File: config.mk
export PLATFORM = sky130hd
export DESIGN_NAME = pipo_register
export DESIGN_NICKNAME = d
export VERILOG_FILES = /design/src/rtl/pipo_register_pkg.sv /design/src/rtl/pipo_bit_cell.sv /design/src/rtl/pipo_register.sv
export SDC_FILE = /design/constraint.sdc
export NUM_CORES = 1
export LEC_CHECK = 0
export ABC_AREA = 1
export CORE_AREA = 2 2 39 41
export DETAILED_ROUTE_END_ITERATION = 12
export DIE_AREA = 0 0 41 43
export SETUP_SLACK_MARGIN = 0.15
export SYNTH_ARGS = -nofsm -noshare
export SYNTH_HDL_FRONTEND = slang
export SYNTH_HIERARCHICAL = 1
export SYNTH_SLANG_ARGS = --single-unit
File: constraint.sdc
create_clock -name clk -period 0.8 [get_ports clk]
set_input_delay 0.08 -clock clk [delete_from_list [all_inputs] [get_ports clk]]
set_output_delay 0.08 -clock clk [all_outputs]
set_load 0.05 [all_outputs]
File: src/rtl/pipo_register_pkg.sv
// Shared widths for the parallel-in parallel-out holding register.
package pipo_register_pkg;

  localparam int unsigned DATA_W = 4;

endpackage : pipo_register_pkg

File: src/rtl/pipo_bit_cell.sv
// One storage bit: async-reset flop with a load-enable recirculation mux.
module pipo_bit_cell #(
  parameter logic RESET_BIT = 1'b0
) (
  input  logic clk,
  input  logic reset,
  input  logic load,
  input  logic d,
  output logic q
);

  logic r_q;
  logic w_next;

  // An unknown load falls through to the hold path, so it never counts as a capture.
  always_comb begin
    w_next = r_q;
    if (load) begin
      w_next = d;
    end
  end

  always_ff @(posedge clk or posedge reset) begin
    if (reset) begin
      r_q <= RESET_BIT;
    end else begin
      r_q <= w_next;
    end
  end

  assign q = r_q;

endmodule : pipo_bit_cell

File: src/rtl/pipo_register.sv
// WIDTH-bit parallel-in parallel-out register built from independent bit cells.
module pipo_register
  import pipo_register_pkg::*;
#(
  parameter int unsigned      WIDTH       = DATA_W,
  parameter logic [WIDTH-1:0] RESET_VALUE = '0
) (
  input  logic             clk,
  input  logic             reset,
  input  logic             load,
  input  logic [WIDTH-1:0] d,
  output logic [WIDTH-1:0] q
);

  for (genvar gi = 0; gi < WIDTH; gi++) begin : g_bit
    pipo_bit_cell #(
      .RESET_BIT(RESET_VALUE[gi])
    ) u_cell (
      .clk  (clk),
      .reset(reset),
      .load (load),
      .d    (d[gi]),
      .q    (q[gi])
    );
  end

endmodule : pipo_register

==> results.py <==
metrics = {
    "synthesis": {
        "synth_nets": 31,
        "ys.flop_type": "dfrtp_1",
        "synth.distinct_cells": 3,
        "async_reset_ff_share_pct": 100.0,
        "syn_inst": 24,
        "ys_top_cells_by_area": "dfrtp_1 57%, nand2_1 26%, inv_1 17%",
        "yosys.area.top_type_share_pct": 57.14,
        "synth_edf_count": 0,
        "synth_area_sq_um": 175.2,
        "yosysSeqAreaShare_pct": 57.14,
        "synth_area_leader_cell": "dfrtp_1",
        "avgSynthCellArea_sq_um": 7.299,
        "synth_common_cells": "12 x nand2_1, 8 x inv_1, 4 x dfrtp_1",
        "yosysMostFrequentCell": "nand2_1",
        "ys_warn_count": 6,
        "ys_ff_latch": 4,
    },
    "finish": {
        "fin_cells": 53,
        "drive_gt1_share_pct": 29.73,
        "areaGrowthSynthToFinish_pct": 106.4,
        "diodes": 0,
        "fin_area_sq_um": 361.6,
        "multi_input_area_sq_um": 45.04,
        "largest_reg_flops": 4,
        "seqCellArea_sq_um": 105.1,
        "num-fill-cells": 157,
        "fin_nets": 46,
    },
    "setup_path": {
        "crit_type": "register to primary output",
        "slowest_stage": "dfrtp_2",
        "crit_family": "flip-flops",
        "start_kind": "register",
        "r2r_cells": 2,
        "critical_path.max_stage_delay_ps": 420,
        "r2r_end": "g_bit[1].u_cell/q",
        "crit_buf_inv": 1,
        "required_ps": 720,
        "path_depth": 1,
        "reg2reg_from": "g_bit[1].u_cell/q",
        "worstPathCellList": "buf_12",
        "crit_arrival_ps": 800,
        "reg2reg_slack_ps": 160,
        "endpoint_kind": "primary output",
        "crit_fanout": 2,
    },
    "drt": {
        "drt_iter0_markers": 0,
        "antenna_left": 0,
        "wirelength_um": 379,
        "detail_route.wl_per_cell_um": 7.151,
        "vias_per_cell": 3.283,
        "drcViolationCount": 0,
        "dr.pass1.iters": 1,
        "vias": 174,
    },
    "placement": {
        "io_buffers": 10,
        "globalplace.congestion": 0.5426,
        "dp_slack_ps": -205.8,
        "dpl-instance-area_sq_um": 340.3,
        "place_inst": 50,
        "hpwl_um": 303.6,
    },
    "clocking": {
        "cts.sinks": 4,
        "clk_pin_slew_worst_paths_ps": 40,
        "clk_path_buf_depth": 2,
        "clkLatencyLatePin_ps": 230,
        "cts_tree": "yes",
        "cts_max_level": 1,
        "cts_buffers": 3,
        "clockRootBuffer": "clkbuf_4",
        "cts_hold_buf": 0,
    },
    "sta": {
        "finalHoldViolations": 0,
        "setup_slack_ps": -83.00,
        "min_period_ps": 883.0,
        "period_share_pct": 110.4,
        "slew_violations": 0,
        "worst_slew_pin_slew_ps": 256.1,
        "tns_ps": -307.6,
        "rsz0062_at_grt": "yes",
        "setup-violations-final": 4,
        "finClkSkew_ps": 0,
        "relSlewSlack_pct": 82.92,
        "fmax_mhz": 1133,
    },
    "global_routing": {
        "grt_pass1_wl_um": 641,
        "antenna_found_initial": 0,
        "overflow": 0,
        "grt_pass1_vias": 161,
        "grtUsageTotal_pct": 6.344,
        "grt_max_degree": 9,
    },
    "die": {
        "start_util_pct": 12.66,
        "dieArea_sq_um": 1763,
        "dieWidth_um": 41,
        "die_h_um": 43,
        "io_pins": 11,
        "core-area_sq_um": 1384,
        "rows": 14,
    },
    "power": {
        "leakage_nw": 0.1967,
        "total_power_mw": 0.6919,
        "peakVddDrop_uv": 297.7,
        "powerDensity_nw_per_um2": 1913,
    },
    "job": {
        "max_cap_viol_count": 0,
    },
    "outcome": {
        "violations": "setup timing",
        "outcome": "complete, but fails checks",
    },
    "worst_hold_path": {
        "hold_path_class": "primary input to asynchronous set/reset pin",
    },
}
==> cell type report <==
| class | count | share of cell area [%] |
|---|---|---|
| clock buffer | 3 | 6.228 |
| tap | 16 | 5.536 |
| inverter | 8 | 8.304 |
| timing repair buffer | 10 | 38.41 |
| sequential | 4 | 29.07 |
| multi-input combinational | 12 | 12.46 |
==> routing by layer <==
layer	wire [um]	vias to the layer above	global-route usage, %	share of wire [%]
met4	0	0	8.000	0
met5	0	-	0	0
met1	115	77	6.169	30
met2	203	7	7.187	54
li1	-	90	-	-
met3	60	0	4.712	16
==> kinds of logic after synthesis <==
logic type / synth area share, %
AND/OR/NAND/NOR: 25.71
buffers and inverters: 17.14
flip-flops: 57.15
==> metrics by stage <==
| step | hold slack [ps] | util, % |
|---|---|---|
| after floorplan | -191.3 | - |
| after detailed placement | 319.6 | 24.59 |
| after CTS | 68.58 | 26.13 |
| final | 71.56 | 26.13 |
| after global placement | 313.9 | 24.59 |
| after global routing | 103.7 | 26.13 |
==> worst max path at each step <==
stage,startpoint,endpoint,slack [ps]
CTS,g_bit[1].u_cell/q,q[1],-100
global route,g_bit[1].u_cell/q,q[1],-110
floorplan,g_bit[0].u_cell/q,g_bit[0].u_cell/q,60
finish,g_bit[1].u_cell/q,q[1],-80
detailed placement,load,g_bit[0].u_cell/q,-210
global placement,load,g_bit[0].u_cell/q,-190
==> placed cells by master (no fill, tap or decap) <==
| cell | synthesis | layout |
|---|---|---|
| clkdlybuf4s50_1 | 0 | 5 |
| nand2_1 | 12 | 12 |
| dlygate4sd2_1 | 0 | 1 |
| buf_12 | 0 | 4 |
| dfrtp_2 | 0 | 4 |
| clkbuf_4 | 0 | 3 |
| inv_1 | 8 | 8 |
==> power breakdown <==
group | internal [mW] | switching, mW | total (mW)
logic | 0.102 | 0.0964 | 0.199
clock network | 0.168 | 0.0815 | 0.249
registers | 0.225 | 0.0190 | 0.244
total | 0.495 | 0.197 | 0.692
==> timing repair <==
action	in CTS	in global routing
setup buffers	0	0
pin swaps	0	1
gates resized for setup	1	0
endpoints found under the setup margin	8	7
No activity file was read; power rests on OpenSTA's default activity.
